<file path="src/rtl/exponent.sv">
// Exponent field-select codes shared by the result-assembly stage.
package exponent;
   typedef enum logic [1:0] {
      EXP_COMPUTE,
      EXP_A,
      EXP_B,
      EXP_ONES
   } exponent_select;
endpackage

</file>
<file path="src/rtl/fraction_lsbs.sv">
// Fraction LSBs field-select codes shared by the result-assembly stage.
package fraction_lsbs;
   typedef enum logic [1:0] {
      FRAC_LSBS_COMPUTE,
      FRAC_LSBS_A,
      FRAC_LSBS_B,
      FRAC_LSBS_ZERO
   } fraction_lsbs_select;
endpackage

</file>
<file path="src/rtl/fraction_msb.sv">
// Fraction MSB field-select codes; FRAC_MSB_ONE builds a quiet NaN.
package fraction_msb;
   typedef enum logic [1:0] {
      FRAC_MSB_COMPUTE,
      FRAC_MSB_A,
      FRAC_MSB_B,
      FRAC_MSB_ONE
   } fraction_msb_select;
endpackage

</file>
<file path="src/rtl/sign.sv">
// Sign field-select codes shared by the result-assembly stage.
package sign;
   typedef enum logic [1:0] {
      SIGN_COMPUTE,
      SIGN_A,
      SIGN_B,
      SIGN_ZERO
   } sign_select;
endpackage

</file>
<file path="src/rtl/result_arbiter_pkg.sv">
// Shared types for the result arbiter: request bundle, FSM states, source codes.
package result_arbiter_pkg;
   typedef struct packed {
      sign::sign_select                   sign_sel;
      exponent::exponent_select           exponent_sel;
      fraction_msb::fraction_msb_select   fraction_msb_sel;
      fraction_lsbs::fraction_lsbs_select fraction_lsbs_sel;
      logic                               sign_a;
      logic                               sign_b;
      logic [7:0]                         exponent_a;
      logic [7:0]                         exponent_b;
      logic [23:0]                        fraction_a;
      logic [23:0]                        fraction_b;
      logic                               result_sign;
      logic [9:0]                         result_exponent;
      logic [31:0]                        result_fraction;
   } result_request_t;

   typedef enum logic {
      EMPTY,
      FULL
   } arb_state;

   localparam logic SRC_PIPE = 1'b0;
   localparam logic SRC_ITER = 1'b1;
endpackage

</file>
<file path="src/rtl/result_arbiter_grant.sv">
// Grant selection between pipelined and iterative requesters.
// RESULT_ARB_FAIRNESS_EN adds the starvation counter that forces an iterative win.
module result_arbiter_grant #(
   parameter int STARVE_LIMIT = 4
) (
`ifdef RESULT_ARB_FAIRNESS_EN
   input  logic clk,
   input  logic reset,
   input  logic flush,
`endif
   input  logic can_accept,
   input  logic pipe_valid,
   input  logic iter_valid,
   output logic pipe_ready,
   output logic iter_ready
);
   logic pipe_win;
   logic iter_win;

   if (STARVE_LIMIT < 1 || STARVE_LIMIT > 15) begin : g_bad_limit
      $error("result_arbiter_grant: STARVE_LIMIT must be within 1..15");
   end

`ifdef RESULT_ARB_FAIRNESS_EN
   logic [3:0] starve_count;
   logic       force_iter;

   assign force_iter = (starve_count == 4'(STARVE_LIMIT));

   // Counts consecutive accepting cycles in which a waiting iterative request loses.
   always_ff @(posedge clk) begin
      if (reset) begin
         starve_count <= '0;
      end else if (flush || !iter_valid) begin
         starve_count <= '0;
      end else if (can_accept) begin
         if (iter_win) begin
            starve_count <= '0;
         end else if (!force_iter) begin
            starve_count <= starve_count + 4'd1;
         end
      end
   end
`endif

   always_comb begin
      pipe_win = pipe_valid;
      iter_win = iter_valid && !pipe_valid;
`ifdef RESULT_ARB_FAIRNESS_EN
      if (pipe_valid && iter_valid && force_iter) begin
         pipe_win = 1'b0;
         iter_win = 1'b1;
      end
`endif
   end

   assign pipe_ready = can_accept && pipe_win;
   assign iter_ready = can_accept && iter_win;
endmodule

</file>
<file path="src/rtl/result_selecter.sv">
// Packs a single-precision result from the selected fields of a request bundle.
// Raw results carry the hidden bit at [30] (or [31] after carry) and are rounded to nearest-even.
module result_selecter
   import result_arbiter_pkg::*;
(
   input  result_request_t request,
   output logic [31:0]     result
);
   logic [29:0] norm;
   logic [9:0]  norm_exp;
   logic        round_up;
   logic [23:0] rounded;
   logic [9:0]  final_exp;
   logic [7:0]  comp_exp;
   logic [22:0] comp_frac;
   logic        res_sign;
   logic [7:0]  res_exp;
   logic        res_msb;
   logic [21:0] res_lsbs;

   // A set bit 31 means the raw significand overflowed; shift right, folding bit 0 into sticky.
   always_comb begin
      norm      = request.result_fraction[31] ?
                  {request.result_fraction[30:2], request.result_fraction[1] | request.result_fraction[0]} :
                  request.result_fraction[29:0];
      norm_exp  = request.result_exponent + {9'b0, request.result_fraction[31]};
      round_up  = norm[6] & (norm[7] | (|norm[5:0]));
      rounded   = {1'b0, norm[29:7]} + {23'b0, round_up};
      final_exp = norm_exp + {9'b0, rounded[23]};
      comp_exp  = final_exp[7:0];
      comp_frac = rounded[22:0];
      if (final_exp[9]) begin
         comp_exp  = 8'h00;
         comp_frac = '0;
      end else if (final_exp[8] || (&final_exp[7:0])) begin
         comp_exp  = 8'hFF;
         comp_frac = '0;
      end
   end

   // Operands are held unpacked; a clear hidden bit marks a denormal whose packed exponent is 0.
   always_comb begin
      res_sign = request.result_sign;
      res_exp  = comp_exp;
      res_msb  = comp_frac[22];
      res_lsbs = comp_frac[21:0];
      case (request.sign_sel)
         sign::SIGN_COMPUTE: res_sign = request.result_sign;
         sign::SIGN_A:       res_sign = request.sign_a;
         sign::SIGN_B:       res_sign = request.sign_b;
         sign::SIGN_ZERO:    res_sign = 1'b0;
      endcase
      case (request.exponent_sel)
         exponent::EXP_COMPUTE: res_exp = comp_exp;
         exponent::EXP_A:       res_exp = request.fraction_a[23] ? request.exponent_a : 8'h00;
         exponent::EXP_B:       res_exp = request.fraction_b[23] ? request.exponent_b : 8'h00;
         exponent::EXP_ONES:    res_exp = 8'hFF;
      endcase
      case (request.fraction_msb_sel)
         fraction_msb::FRAC_MSB_COMPUTE: res_msb = comp_frac[22];
         fraction_msb::FRAC_MSB_A:       res_msb = request.fraction_a[22];
         fraction_msb::FRAC_MSB_B:       res_msb = request.fraction_b[22];
         fraction_msb::FRAC_MSB_ONE:     res_msb = 1'b1;
      endcase
      case (request.fraction_lsbs_sel)
         fraction_lsbs::FRAC_LSBS_COMPUTE: res_lsbs = comp_frac[21:0];
         fraction_lsbs::FRAC_LSBS_A:       res_lsbs = request.fraction_a[21:0];
         fraction_lsbs::FRAC_LSBS_B:       res_lsbs = request.fraction_b[21:0];
         fraction_lsbs::FRAC_LSBS_ZERO:    res_lsbs = '0;
      endcase
   end

   assign result = {res_sign, res_exp, res_msb, res_lsbs};
endmodule

</file>
<file path="src/rtl/result_arbiter.sv">
// Arbitrates the shared result-assembly stage between the pipelined and iterative units.
// Define RESULT_ARB_FAIRNESS_EN to enable starvation protection for the iterative unit.
module result_arbiter
   import result_arbiter_pkg::*;
#(
   parameter int STARVE_LIMIT = 4
) (
   input  logic            clk,
   input  logic            reset,
   input  logic            pipe_valid,
   output logic            pipe_ready,
   input  result_request_t pipe_request,
   input  logic            iter_valid,
   output logic            iter_ready,
   input  result_request_t iter_request,
   input  logic            flush,
   output result_request_t sel_request,
   output logic            out_valid,
   input  logic            out_ready,
   output logic            out_source,
   output logic [31:0]     result
);
   arb_state state;
   arb_state next_state;
   logic     can_accept;
   logic     grant;

   // Readies stay low while reset is asserted so nothing is handed over mid-reset.
   assign can_accept = ((state == EMPTY) || out_ready) && !flush && !reset;
   assign grant      = pipe_ready || iter_ready;

   result_arbiter_grant #(
      .STARVE_LIMIT(STARVE_LIMIT)
   ) u_grant (
`ifdef RESULT_ARB_FAIRNESS_EN
      .clk        (clk),
      .reset      (reset),
      .flush      (flush),
`endif
      .can_accept (can_accept),
      .pipe_valid (pipe_valid),
      .iter_valid (iter_valid),
      .pipe_ready (pipe_ready),
      .iter_ready (iter_ready)
   );

   always_ff @(posedge clk) begin
      if (reset) begin
         state <= EMPTY;
      end else begin
         state <= next_state;
      end
   end

   always_comb begin
      next_state = state;
      if (flush) begin
         next_state = EMPTY;
      end else if (grant) begin
         next_state = FULL;
      end else if (out_ready) begin
         next_state = EMPTY;
      end
   end

   // The held bundle only changes on a grant; after draining it is stale but retained.
   always_ff @(posedge clk) begin
      if (reset) begin
         sel_request <= '0;
         out_source  <= SRC_PIPE;
      end else if (iter_ready) begin
         sel_request <= iter_request;
         out_source  <= SRC_ITER;
      end else if (pipe_ready) begin
         sel_request <= pipe_request;
         out_source  <= SRC_PIPE;
      end
   end

   assign out_valid = (state == FULL);

   result_selecter u_selecter (
      .request (sel_request),
      .result  (result)
   );
endmodule
</file>
<file path="config.mk">
export PLATFORM = sky130hd
export DESIGN_NAME = result_arbiter
export DESIGN_NICKNAME = d
export VERILOG_FILES = /design/src/rtl/exponent.sv /design/src/rtl/fraction_lsbs.sv /design/src/rtl/fraction_msb.sv /design/src/rtl/sign.sv /design/src/rtl/result_arbiter_pkg.sv /design/src/rtl/result_arbiter_grant.sv /design/src/rtl/result_selecter.sv /design/src/rtl/result_arbiter.sv
export SDC_FILE = /design/constraint.sdc
export NUM_CORES = 1
export LEC_CHECK = 0
export BUFFER_PORTS_ARGS = -buffer_cell sky130_fd_sc_hd__buf_4
export CORE_AREA = 2 2 151 153
export DETAILED_ROUTE_END_ITERATION = 10
export DIE_AREA = 0 0 153 155
export PLACE_DENSITY = 0.63
export SKIP_LAST_GASP = 1
export SLEW_MARGIN = 20
export SYNTH_ARGS = -nofsm -noshare
export SYNTH_HDL_FRONTEND = slang
export SYNTH_HIERARCHICAL = 1
export SYNTH_SLANG_ARGS = --single-unit
export TNS_END_PERCENT = 1
</file>
<file path="constraint.sdc">
create_clock -name clk -period 4.61 [get_ports clk]
set_clock_uncertainty 0.05 [all_clocks]
set_input_delay 0.461 -clock clk [delete_from_list [all_inputs] [get_ports clk]]
set_output_delay 0.461 -clock clk [all_outputs]
set_load 0.02 [all_outputs]
</file>
-- Word level (Yosys, flattened, before mapping)
Index checks and enable logic that the tools add are counted.
- add/sub/neg operators: 3
- eq/ne operators: 12
- muxes and demuxes: 17
- bitwise logic cells: 4
- reduce and logical (&&, ||, !) cells: 20
- operators by type and width (cell ; number):
    two-way mux 117 bit ; 2
    one-hot mux 22 bit (4 select lines) ; 1
    two-way mux 23 bit ; 2
    two-way mux 8 bit ; 4
    one-hot mux 8 bit (4 select lines) ; 1
    two-way mux 30 bit ; 1
    adder 23 x 1 -> 24 bit ; 1
    adder 10 x 1 -> 10 bit ; 2
    == test 2 bit (second input constant) ; 8
    == test 2 x 1 -> 1 bit (second input constant) ; 4
    zero test 2 bit ; 4
    one-hot mux 1 bit (4 select lines) ; 2
    AND reduction 8 bit ; 1
    OR reduction 6 bit ; 1
    logical AND 1 bit ; 5
    two-way mux 1 bit ; 4
    nonzero test 2 bit ; 2
    zero test 1 bit ; 3
    logical OR 1 bit ; 3
    bitwise OR 1 bit ; 2
    OR reduction 2 bit ; 1
    bitwise AND 1 bit ; 1
    inverter 1 bit ; 1
- flip-flop bits (word level): 119
- input bits: 240
- logic and storage cells: 71

-- Logic depth before layout (Yosys ltp)
Gate-level depths: netlist of run 1.
- word-level depth: 12
- mapped depth: 15
- mapped depth without buffers: 12

-- By module
Netlist of run 1, hierarchy kept.
- by module, submodules not included (module ; instances ; cells each ; area an instance (um^2) ; seq. area each (um^2)):
    result_arbiter ; 1 ; 528 ; 6165.9 ; 2382.3
    result_selecter ; 1 ; 282 ; 1890.6 ; 0.0
    result_arbiter_grant ; 1 ; 2 ; 16.3 ; 0.0

-- Worst setup path before layout of run 1
Ideal clock, no wire load.
- kind: register -> output
- from: register sel_request[31] (netlist name)
- to: output result[3]
- data arrival time: 3746 ps
- data required time: 4099 ps
- path slack: 353 ps
- cell stages (with the launch flop): 14
- buffers on the path: 1
- cell sequence: dfxtp_1 -> buf_6 -> nand2_2 -> a211o_1 -> nor4_1 -> nand4b_1 -> nor3_1 -> fa_1 -> and4_4 -> and3_1 -> a31o_2 -> o31ai_1 -> or3_4 -> o21ai_0
- cells in the longest elaborated chain, start to end: 11
- elaborated cells on any way between the ends: 12
- RTL lines (item ; RTL line ; RTL):
    start, declared ; result_arbiter.sv:17 ; output result_request_t sel_request,
    start signal, assigned ; result_arbiter.sv:72 ; sel_request <= iter_request;
    start signal, assigned ; result_arbiter.sv:75 ; sel_request <= pipe_request;
    two-way mux 30 bit ; result_selecter.sv:23 ; norm = request.result_fraction[31] ?
    OR reduction 6 bit ; result_selecter.sv:27 ; round_up = norm[6] & (norm[7] | (|norm[5:0]));
    bitwise OR 1 bit ; result_selecter.sv:27 ;
    bitwise AND 1 bit ; result_selecter.sv:27 ;
    adder 23 x 1 -> 24 bit ; result_selecter.sv:28 ; rounded = {1'b0, norm[29:7]} + {23'b0, round_up};
    adder 10 x 1 -> 10 bit ; result_selecter.sv:29 ; final_exp = norm_exp + {9'b0, rounded[23]};
    AND reduction 8 bit ; result_selecter.sv:35 ; end else if (final_exp[8] || (&final_exp[7:0])) begin
    logical OR 1 bit ; result_selecter.sv:35 ;
    two-way mux 23 bit ; result_selecter.sv:35 ;
    two-way mux 23 bit * ; result_selecter.sv:32 ; if (final_exp[9]) begin
    one-hot mux 22 bit (4 select lines) * ; result_selecter.sv:65 ; case (request.fraction_lsbs_sel)
    end, declared ; result_arbiter.sv:21 ; output logic [31:0] result
Mark *: on every way between the ends. The rest lies on a longest branch, timed or not.

-- Worst setup path in the final report of run 1
- from: register sel_request[31] (netlist name)
- to: output result[0]
The elaborated chain is that of the path after synthesis.

==> summary.md, run 1 <==
| Metric | Value |
|---|---|
| Clock power frac | `0.393` |
| R2R setup slack | `1.83 ns` |
| Synth cell count leaders | `mux2i_1, nor2b_1, dfxtp_1, a211oi_2, a21oi_1` |
| CP Max Fanout | `7` |
| DRT Pass-1 Iters | `5` |
| CP delay by family, top | `simple AND/OR/NAND/NOR gates` |
| Max-slew headroom | `0.2724` |
| Final core occ | `0.5385` |
| H-tree Lvls | `4` |
| Worst reg2reg path depth | `6` |
| Synthesis-stage register bit count | `119` |
| Mapped Cells | `a little over 800` |
| Num rows | `55` |
| Latest clock arrival within the worst-skew pair | `0.41 ns` |
| Total GRT Usage | `0.2496` |
| First-pass GRT wire length | `approximately 46000 um` |
| Final count of negative-setup-slack endpoints | `0` |
| Synthesized area per cell | `9.942 um^2` |
| Die height | `155 um` |
| Initial core utilization | `0.3632` |
| Top-count cell post-synth | `mux2i_1` |
| RSZ-0062 raised after global routing | `true` |
| Largest net degree at the start of global routing | `68` |
| WL/cell | `~21 um` |
| Hold slack | `around 0.22 ns` |
| # port buffers | `~400` |
| Lkg Pwr | `4.776 nW` |
| CP max stage cell | `or3_4` |
| Nature of the critical path endpoint | `output port` |
| Peak Freq | `0.2201 GHz` |
| Final Hold Vio Count | `0` |
| IR drop worst, VDD | `0.2160 mV` |
| Final Cell Area | `11970 um^2` |
| GP Congestion | `~0.90` |
| Core area | `22230 um^2` |
| Syn_nets | `around 1100` |
| Post-route ant nets | `0` |
| Top cells by area, synth | `dfxtp_1, mux2i_1, a211oi_2, nor2b_1, buf_12` |
| Final Slew Violations | `0` |
| Worst Hold Path Cells | `2` |
| Sw Pwr | `0.9890 mW` |
| Fin nets | `between 1000 and 1500` |
| Area grow syn2layout | `48.28%` |
| Reg2reg start | `out_valid$_SDFFE_PP0P_` |
| Max Cap Viol | `0` |
| DP Area | `around 11000 um^2` |
| Vias in the first global route | `7660` |
| Post-Route WL | `31240 um` |
| Post-synth top flop | `dfxtp_1` |
| Hold crit path type | `input port to flop` |
| CP Launch Type | `flop` |
| Post-synth EDFFs | `0` |
| Distinct cells, synth | `57` |
| Sequential fraction of the synthesis area | `0.2951` |
| WP data required | `about 4.1 ns` |
| Share of total power in combinational logic | `0.251` |
| Top cell type's share of synthesized area | `0.2951` |
| Vias per inst | `5.282` |
| Slew @ Worst Pin | `between 1 and 1.5 ns` |
| Die ar. | `23720 um^2` |
| Worst hold start | `reset` |
| Routed vias | `7865` |
| Clock buffer count from CTS | `17` |
| Grt total ovfl | `0` |
| Share of layout cells above drive strength 1 | `0.5175` |
| Sequential power share | `0.356` |
| TritonCTS clock tree | `done` |
| Detail Placement HPWL | `23280 um` |
| Cell taking the most area after synthesis | `dfxtp_1` |
| Min Tclk post-route | `roughly 4.5 ns` |
| Worst EP arrival | `4.03 ns` |
| Crit path cell chain | `nand2b_4 > a211o_4 > nor4_4 > nand4b_1 > nor3_4 > fa_2 > and4_4 > nand4_1 > mux2i_2 > o31ai_4 > buf_4 > or3_4 > o21ai_2 > buf_6` |
| # hold bufs at CTS | `0` |
| Worst path max stage delay | `0.40 ns` |
| Number of remaining DRC errors | `0` |
| Outcome | `finished, final reports clean` |
| Clock slew at reported path FFs | `around 0.060 ns` |
| Die Span X | `153 um` |
| Iteration-0 DRC Markers | `485` |
| Fin cells | `1489` |
| WS Path Type | `flop to output port` |
| PwrDens | `274.0 nW/um^2` |
| Power Internal | `2.291 mW` |
| # IOs | `393` |
| Net Sw Frac | `0.3015` |
| CTS sink cnt | `around 120` |
| Post-Syn Area | `8073 um^2` |
| Synth Warn # | `6` |
| Placed Cells | `~1400` |
| Antenna violations before repair | `1` |
| WHS Endpoint | `sel_request[98]$_SDFFE_PP0P_` |
| Post-synth ARST share | `0` |
| R2r endpoint | `sel_request[24]$_SDFFE_PP0P_` |
| CP Buf/Inv Count | `2` |
| CTS max path bufs | `2` |
| TNS Setup | `0 ns` |
| Root Driver | `clkbuf_16` |
| Period utilization | `0.9855` |
-- how the worst max path moves through the flow --
stage | from | to | slack, ns | depth (start not counted)
after floorplan | sel_request[31]$_SDFFE_PP0P_ | result[3] | 0.35 | 13
after global placement | sel_request[31]$_SDFFE_PP0P_ | result[3] | 0.12 | 13
after detailed placement | sel_request[31]$_SDFFE_PP0P_ | result[3] | 0.02 | 13
after CTS | sel_request[7]$_SDFFE_PP0P_ | result[3] | -0.07 | 13
after global routing | sel_request[7]$_SDFFE_PP0P_ | result[3] | -0.15 | 14
final | sel_request[31]$_SDFFE_PP0P_ | result[0] | 0.07 | 14
-- state kept, by name (all words and copies together) (netlist names) --
name,flops
sel_request,117
out_source,1
out_valid,1
-- per-stage QoR --
step	worst slack [ns]	power (mW)
6_report	0.06690	3.280
5_1_grt	-0.1468	3.406
4_1_cts	-0.06878	3.286
3_5_place_dp	0.01943	1.975
3_3_place_gp	0.1156	1.970
2_1_floorplan	0.3525	1.600
-- worst register-to-register path, stage by stage (launching register included) --
cell      delay [ns]
dfxtp_1         0.31
nor2b_1         0.14
nor3_1          0.21
and3b_4         0.76
inv_6           0.47
buf_4           0.45
a211oi_2        0.29
-- metal layers --
layer  global-route usage  wire [um]  part of all wire  vias to the layer above
met2               0.4277      15300              0.49                      350
met1               0.2895      12250              0.39                     3694
met5                    0          0                 0                        -
met4               0.1019       1087             0.035                        0
li1                     -          -                 -                     3775
met3              0.07967       2606             0.083                       46
-- layout by cell type, fill, tap and decap left out, types with 8 or more instances in the layout --
cell,count
buf_4,416
mux2i_1,141
nor2b_1,119
dfxtp_1,115
a211oi_2,108
a21oi_1,25
nand2_1,24
a22oi_1,23
xnor2_1,22
clkbuf_16,17
o21ai_2,17
nor2_1,14
nand4_1,12
a211oi_1,11
buf_6,11
nand3_1,10
xor2_1,8
o22ai_1,8
-- power by group through the flow --
stage | combinational, mW | sequential (mW) | clock, mW
6_report | 0.824 | 1.17 | 1.29
5_1_grt | 0.874 | 1.18 | 1.36
4_1_cts | 0.798 | 1.17 | 1.32
3_5_place_dp | 0.788 | 1.19 | 0
3_3_place_gp | 0.784 | 1.19 | 0
2_1_floorplan | 0.360 | 1.24 | 0
-- cell type report --
cell class                      count  area [um^2]
Inverter                            4        20.02
Timing Repair Buffer              430         3292
Fill cell                        2095        10260
Antenna cell                        2        5.005
Multi-Input combinational cell    619         5345
Sequential cell                   119         2392
Clock inverter                     13        133.9
Clock buffer                       17        425.4
Tap cell                          285        356.6
-- logic make-up after synthesis --
kind of cell	count (synthesis)	share of synthesized area
buf+inv	77	0.06882
mux	146	0.1816
compound gates	221	0.2565
xor+xnor	30	0.03255
flops	119	0.2951
simple gates	217	0.1613
fa+ha+maj	2	0.004030
-- repair_timing --
action                     CTS  global route
resized for setup           11            42
buffers inserted             1            12
pin swaps                    4            19
setup endpoints to repair   31            31
gates cloned                 2             1
(Power assumes the default switching activity.)
==> run 2: changes to the inputs <==
--- a/config.mk
+++ b/config.mk
@@ -6,10 +6,10 @@
 export NUM_CORES = 1
 export LEC_CHECK = 0
 export BUFFER_PORTS_ARGS = -buffer_cell sky130_fd_sc_hd__buf_4
-export CORE_AREA = 2 2 151 153
+export CORE_AREA = 2 2 154 156
 export DETAILED_ROUTE_END_ITERATION = 10
-export DIE_AREA = 0 0 153 155
-export PLACE_DENSITY = 0.63
+export DIE_AREA = 0 0 156 158
+export PLACE_DENSITY = 0.61
 export SKIP_LAST_GASP = 1
 export SLEW_MARGIN = 20
 export SYNTH_ARGS = -nofsm -noshare
==> constraint.sdc (replaced) <==
create_clock -name clk -period 5.4 [get_ports clk]
set_clock_uncertainty 0.05 [all_clocks]
set_input_delay 0.54 -clock clk [delete_from_list [all_inputs] [get_ports clk]]
set_output_delay 0.54 -clock clk [all_outputs]
set_load 0.02 [all_outputs]
==> run 2 against run 1 <==
Compared with the run above:
- utilization decreased by 3.7 points
- routed wire length is 0.55% lower
- hold slack better by 0.10 ns
==> summary.md, run 2 (same netlist as run 1, synthesis figures left out) <==
| Metric | Value |
|---|---|
| Outcome | `finished, final reports clean` |
| Nature of the critical path endpoint | `output port` |
| Grt total ovfl | `0 (unchanged)` |
| Root Driver | `clkbuf_16` |
| Vias per inst | `5.271 (-0.20%)` |
| Reg2reg start | `out_valid$_SDFFE_PP0P_` |
| Period utilization | `0.9397` |
| WP data required | `4.81 ns (+0.71 ns)` |
| Placed Cells | `1430 (-0.83%)` |
| CP Max Fanout | `23 (+16)` |
| Total GRT Usage | `0.2400 (-0.009580)` |
| Die height | `158 um (+1.9%)` |
| Met3 usage | `0.07802 (-0.001648)` |
| Post-Route WL | `31070 um (-0.55%)` |
| PwrDens | `246.9 nW/um^2 (-9.9%)` |
| Worst hold start | `flush` |
| Max reg flops | `117 (unchanged)` |
| WHS Endpoint | `out_valid$_SDFFE_PP0P_` |
| Die ar. | `24650 um^2 (+3.9%)` |
| Busiest grt layer | `met2` |
| Hold crit path type | `input port to flop` |
| Postcts setup bufs | `0 (-1)` |
| DRT Pass-1 Iters | `5 (unchanged)` |
| Peak Freq | `0.1971 GHz` |
| TritonCTS clock tree | `done` |
| Lkg Pwr | `4.548 nW (-4.8%)` |
| Final Hold Vio Count | `0 (unchanged)` |
| Max Cap Viol | `0 (unchanged)` |
| Antenna violations before repair | `0 (-1)` |
| CP Launch Type | `flop` |
| Initial core utilization | `0.3502 (-0.01299)` |
| # port buffers | `392 (unchanged)` |
| CP startpoint | `sel_request[10]$_SDFFE_PP0P_` |
| WL/cell | `21.24 um (+1.2%)` |
| Routed vias | `7712 (-1.9%)` |
| Vias in the first global route | `7251 (-5.3%)` |
| Area grow syn2layout | `43.12%` |
| Worst reg2reg path depth | `6 (unchanged)` |
| Share of layout cells above drive strength 1 | `0.4787 (-0.03880)` |
| Latest clock arrival within the worst-skew pair | `0.41 ns (about the same)` |
| Clock buffer count from CTS | `17 (unchanged)` |
| Clock slew at reported path FFs | `0.06 ns (about the same)` |
| Fin cells | `1463 (-1.7%)` |
| Core area | `23050 um^2 (+3.7%)` |
| TNS Setup | `0 ns (unchanged)` |
| # hold bufs at CTS | `0 (unchanged)` |
| R2r endpoint | `sel_request[31]$_SDFFE_PP0P_` |
| Commonest non-fill, non-tap cell in the layout | `buf_4` |
| Final Slew Violations | `0 (unchanged)` |
| Min Tclk post-route | `a little over 5 ns` |
| Met1 usage | `0.2824 (-0.007115)` |
| WS Path Type | `flop to output port` |
| First-pass GRT wire length | `44730 um (-2.2%)` |
| H-tree Lvls | `4 (unchanged)` |
| Fin nets | `1401 (-2.2%)` |
| Slew @ Worst Pin | `1.127 ns (+0.04028 ns)` |
| M2 GR Usage | `0.4077 (-0.02001)` |
| Most frequent cells in the layout | `buf_4, mux2i_1, nor2b_1` |
| Final count of negative-setup-slack endpoints | `0 (unchanged)` |
| Num rows | `56 (+1.8%)` |
| Die Span X | `156 um (+2.0%)` |
| IR drop worst, VDD | `0.1660 mV (-23%)` |
| Worst Hold Path Cells | `3 (+1)` |
| # IOs | `393 (unchanged)` |
| Detail Placement HPWL | `23320 um (+0.20%)` |
| Largest Register | `sel_request` |
| CTS max path bufs | `2 (unchanged)` |
| Largest net degree at the start of global routing | `85 (+25%)` |
| GP Congestion | `0.8626 (-3.9%)` |
| RSZ-0062 raised after global routing | `false` |
| Max-slew headroom | `0.2454 (-0.02697)` |
| Number of remaining DRC errors | `0 (unchanged)` |
| Iteration-0 DRC Markers | `338 (-30%)` |
| R2R setup slack | `2.57 ns (+0.74 ns)` |
| Worst EP arrival | `4.48 ns (+0.45 ns)` |
| CTS sink cnt | `119 (unchanged)` |
| Post-route ant nets | `0 (unchanged)` |
[run 2: worst max-delay path by stage]
| stage | cells after the start | to |
|---|---|---|
| 2_1_floorplan | 13 | result[3] |
| 3_3_place_gp | 13 | result[3] |
| 3_5_place_dp | 13 | result[19] |
| 4_1_cts | 13 | result[19] |
| 5_1_grt | 13 | result[19] |
| 6_report | 13 | result[19] |
[run 2: metrics by stage]
stage	instance area (um^2)	util	power [mW]	hold slack (ns)	setup slack [ns]
6_report	11550	0.5012	2.853	0.3240	0.3259
5_1_grt	11550	0.5011	2.967	0.3082	0.01357
4_1_cts	11540	0.5005	2.881	0.3054	0.06642
3_5_place_dp	10930	0.4739	1.677	0.4249	0.5266
3_3_place_gp	10930	0.4739	1.672	0.4086	0.6661
2_1_floorplan	8073	-	1.366	0.4970	1.064
[run 2: layout make-up]
type,instances,area [um^2]
sequential,119,2386
timing repair buffer,401,3014
tap,290,362.8
multi-input combinational,616,5155
clock inverter,13,170.2
antenna,1,2.502
clock buffer,19,442.9
inverter,4,20.02
fill,2249,11500
[run 2: metal layers]
layer	vias to the layer above	part of all wire
met2	320	0.49
met5	-	0
met1	3647	0.40
met3	43	0.084
li1	3702	-
met4	0	0.030
[run 2: power breakdown]
part / internal, mW / switching, mW / leakage, nW
Sequential: 0.931 / 0.0772 / 0.974
Combinational: 0.326 / 0.322 / 3.28
Clock: 0.744 / 0.453 / 0.291
Total: 2.00 / 0.852 / 4.55
[run 2: worst max-delay path, cell delays in order (launching register included)]
cell and delay [ns]:
dfxtp_1 0.50, nand2_2 0.11, a211o_1 0.37, nor4_1 0.45, nand4b_1 0.30, nor3_2 0.33, fa_1 0.31, and4_4 0.28
a311oi_1 0.09, a31o_2 0.26, o31ai_1 0.32, or3_4 0.38, o21ai_1 0.14, buf_4 0.20
[run 2: what timing repair did]
| item | in CTS | in global routing |
|---|---|---|
| endpoints found under the hold margin | 0 | 0 |
| endpoints found under the setup margin | 0 | 22 |
| resized for setup | 0 | 2 |
==> run 3: changes to the inputs <==
--- a/config.mk
+++ b/config.mk
@@ -7,9 +7,11 @@
 export LEC_CHECK = 0
 export BUFFER_PORTS_ARGS = -buffer_cell sky130_fd_sc_hd__buf_4
 export CORE_AREA = 2 2 154 156
+export CTS_CLUSTER_SIZE = 14
 export DETAILED_ROUTE_END_ITERATION = 10
 export DIE_AREA = 0 0 156 158
-export PLACE_DENSITY = 0.61
+export PLACE_DENSITY_LB_ADDON = 0.08
+export SETUP_SLACK_MARGIN = 0.1
 export SKIP_LAST_GASP = 1
 export SLEW_MARGIN = 20
 export SYNTH_ARGS = -nofsm -noshare
==> run 3 against run 2 <==
Compared with the run above:
- global-route usage grew 0.28 points
- cell count up 0.14%
- fmax grew 0.85%
- sequential cell count is the same
- die area unchanged
- register-to-register slack better by 0.23 ns
- highest routed layer is now met5
- critical path depth unchanged
- clock-buffer cell count stayed put
- total power decreased by 1.2%
==> summary.md, run 3 (same netlist as run 1, synthesis figures left out) <==
| Metric | Value |
|---|---|
| Vias in the first global route | `7218 (-0.46%)` |
| Final Slew Violations | `0 (unchanged)` |
| Grt total ovfl | `0 (unchanged)` |
| First-pass GRT wire length | `45060 um (+0.74%)` |
| WS Path Type | `flop to output port` |
| Number of remaining DRC errors | `0 (unchanged)` |
| Net Sw Frac | `0.3022 (+0.003618)` |
| # IOs | `393 (unchanged)` |
| Die height | `158 um (unchanged)` |
| Iteration-0 DRC Markers | `392 (+16%)` |
| CTS max path bufs | `2 (unchanged)` |
| Slew @ Worst Pin | `0.9552 ns (-0.1716 ns)` |
| H-tree Lvls | `4 (unchanged)` |
| R2r endpoint | `sel_request[21]$_SDFFE_PP0P_` |
| Fin nets | `1404 (+0.21%)` |
| Total GRT Usage | `0.2428 (+0.002786)` |
| Final count of negative-setup-slack endpoints | `0 (unchanged)` |
| GP Congestion | `0.8396 (-2.7%)` |
| Worst EP arrival | `4.44 ns (-0.04 ns)` |
| Worst hold start | `flush` |
| Met1 usage | `0.2956 (+0.01323)` |
| Max-slew headroom | `0.3632 (+0.1178)` |
| Max Cap Viol | `0 (unchanged)` |
| Largest Register | `sel_request` |
| Vias per inst | `5.191 (-1.5%)` |
| Clock buffer count from CTS | `17 (unchanged)` |
| CP Launch Type | `flop` |
| Hold crit path type | `input port to flop` |
| CP Max Fanout | `33 (+43%)` |
| Commonest non-fill, non-tap cell in the layout | `buf_4` |
| Die ar. | `24650 um^2 (unchanged)` |
| Tot Pwr | `2.819 mW (-1.2%)` |
| Final Hold Vio Count | `0 (unchanged)` |
| Initial core utilization | `0.3502 (unchanged)` |
| Sequential power share | `0.357 (+0.004)` |
| Share of layout cells above drive strength 1 | `0.4826 (+0.003884)` |
| Worst reg2reg path depth | `6 (unchanged)` |
| DRT Pass-1 Iters | `4 (-1)` |
| Post-Route WL | `30970 um (-0.32%)` |
| Latest clock arrival within the worst-skew pair | `0.42 ns (about the same)` |
| # hold bufs at CTS | `0 (unchanged)` |
| Outcome | `finished, final reports clean` |
| Routed vias | `7605 (-1.4%)` |
| CP delay by family, top | `simple AND/OR/NAND/NOR gates` |
| M2 GR Usage | `0.4149 (+0.007164)` |
| Nature of the critical path endpoint | `output port` |
| Setup slack after layout | `0.3684 ns (+0.04257 ns)` |
| Final core occ | `0.5025 (+0.001303)` |
| DP Worst Slack | `0.5218 ns (-0.004831 ns)` |
| Met3 usage | `0.07446 (-0.003559)` |
| CP max stage cell | `dfxtp_4` |
| Antenna violations before repair | `1 (+1)` |
| Cell mode on critical path | `buf_4` |
| WP data required | `4.81 ns (about the same)` |
| Num rows | `56 (unchanged)` |
| Post-route ant nets | `0 (unchanged)` |
| Largest net degree at the start of global routing | `81 (-4.7%)` |
| Worst Hold Path Cells | `3 (unchanged)` |
| PwrDens | `243.3 nW/um^2 (-1.5%)` |
| Most frequent cells in the layout | `buf_4, mux2i_1, nor2b_1` |
| TNS Setup | `0 ns (unchanged)` |
| Share of total power in combinational logic | `0.230 (+0.003)` |
| Detail Placement HPWL | `22960 um (-1.5%)` |
| RSZ-0062 raised after global routing | `false` |
| Core area | `23050 um^2 (unchanged)` |
| Worst path max stage delay | `0.50 ns (about the same)` |
| Min Tclk post-route | `5.032 ns (-0.04257 ns)` |
| CTS sink cnt | `119 (unchanged)` |
| Die Span X | `156 um (unchanged)` |
| Max reg flops | `117 (unchanged)` |
| Power Internal | `1.967 mW (-1.7%)` |
| # port buffers | `392 (unchanged)` |
| ANT cells | `0 (-1)` |
| Crit path cell chain | `buf_4 > mux2_2 > nand2_1 > nand4b_1 > nor3_2 > fa_1 > and4_4 > and3_1 > a31o_2 > o31ai_1 > or3_4 > o21ai_1 > buf_4` |
| Clock slew at reported path FFs | `0.06 ns (about the same)` |
| Reg2reg start | `out_valid$_SDFFE_PP0P_` |
| Peak Freq | `0.1987 GHz (+0.85%)` |
| R2R setup slack | `2.80 ns (+0.23 ns)` |
| Hold slack | `0.3201 ns (-0.003881 ns)` |
| Sw Pwr | `0.8516 mW (about the same)` |
| WHS Endpoint | `out_valid$_SDFFE_PP0P_` |
| WL/cell | `21.14 um (-0.45%)` |
| IR drop worst, VDD | `0.1536 mV (-7.5%)` |
| TritonCTS clock tree | `done` |
| Root Driver | `clkbuf_16` |
| Area grow syn2layout | `43.49%` |
| Lkg Pwr | `4.551 nW (about the same)` |
| CP Buf/Inv Count | `2 (+1)` |
| Worst path depth | `13 (unchanged)` |
| Period utilization | `0.9318 (-0.007884)` |
| Clock power frac | `0.413 (-0.007)` |
| Busiest grt layer | `met2` |
-- run 3: worst max path at each step --
stage                                            start         end  slack, ns
final                     sel_request[31]$_SDFFE_PP0P_  result[19]       0.37
after global placement    sel_request[31]$_SDFFE_PP0P_   result[3]       0.69
after CTS                 sel_request[31]$_SDFFE_PP0P_  result[16]       0.19
after global routing      sel_request[31]$_SDFFE_PP0P_   result[3]        0.1
after detailed placement  sel_request[31]$_SDFFE_PP0P_  result[16]       0.52
after floorplan           sel_request[31]$_SDFFE_PP0P_   result[3]       1.06
-- run 3: power by group through the flow --
stage | clock network [mW] | registers (mW) | logic (mW)
finish | 1.16 | 1.01 | 0.649
global route | 1.23 | 1.01 | 0.693
CTS | 1.20 | 1.01 | 0.654
detailed placement | 0 | 1.02 | 0.653
global placement | 0 | 1.02 | 0.651
floorplan | 0 | 1.06 | 0.307
-- run 3: timing repair --
item | 4_1_cts | 5_1_grt
resized for setup | 1 | 3
setup endpoints to repair | 10 | 22
buffers inserted | 0 | 1
pin swaps | 0 | 2
-- run 3: metal layers --
layer,share of wire,vias up
met2,0.49,279
li1,-,3713
met4,0.019,2
met5,0.00042,-
met3,0.078,28
met1,0.41,3583
-- run 3: tightest hold or removal path, delay by kind of cell --
kind / cells / cell delay [ns]
simple gates: 1 / 0.03
buf+inv: 1 / 0.09
compound gates: 1 / 0.09
-- run 3: layout make-up --
cell class,count,area [um^2]
fillers,2217,11470
inverters,4,20.02
repair buffers,404,3049
flip-flops and latches,119,2387
clock inverters,13,145.1
multi-input cells,616,5166
well taps,290,362.8
clock buffers,19,452.9
-- run 3: per-stage QoR --
| stage | instance area, um^2 | std cells |
|---|---|---|
| 5_1_grt | 11580 | 1465 |
| 6_report | 11580 | 1465 |
| 3_3_place_gp | 10950 | 1432 |
| 3_5_place_dp | 10960 | 1432 |
| 4_1_cts | 11570 | 1464 |
| 2_1_floorplan | 8073 | 812 |
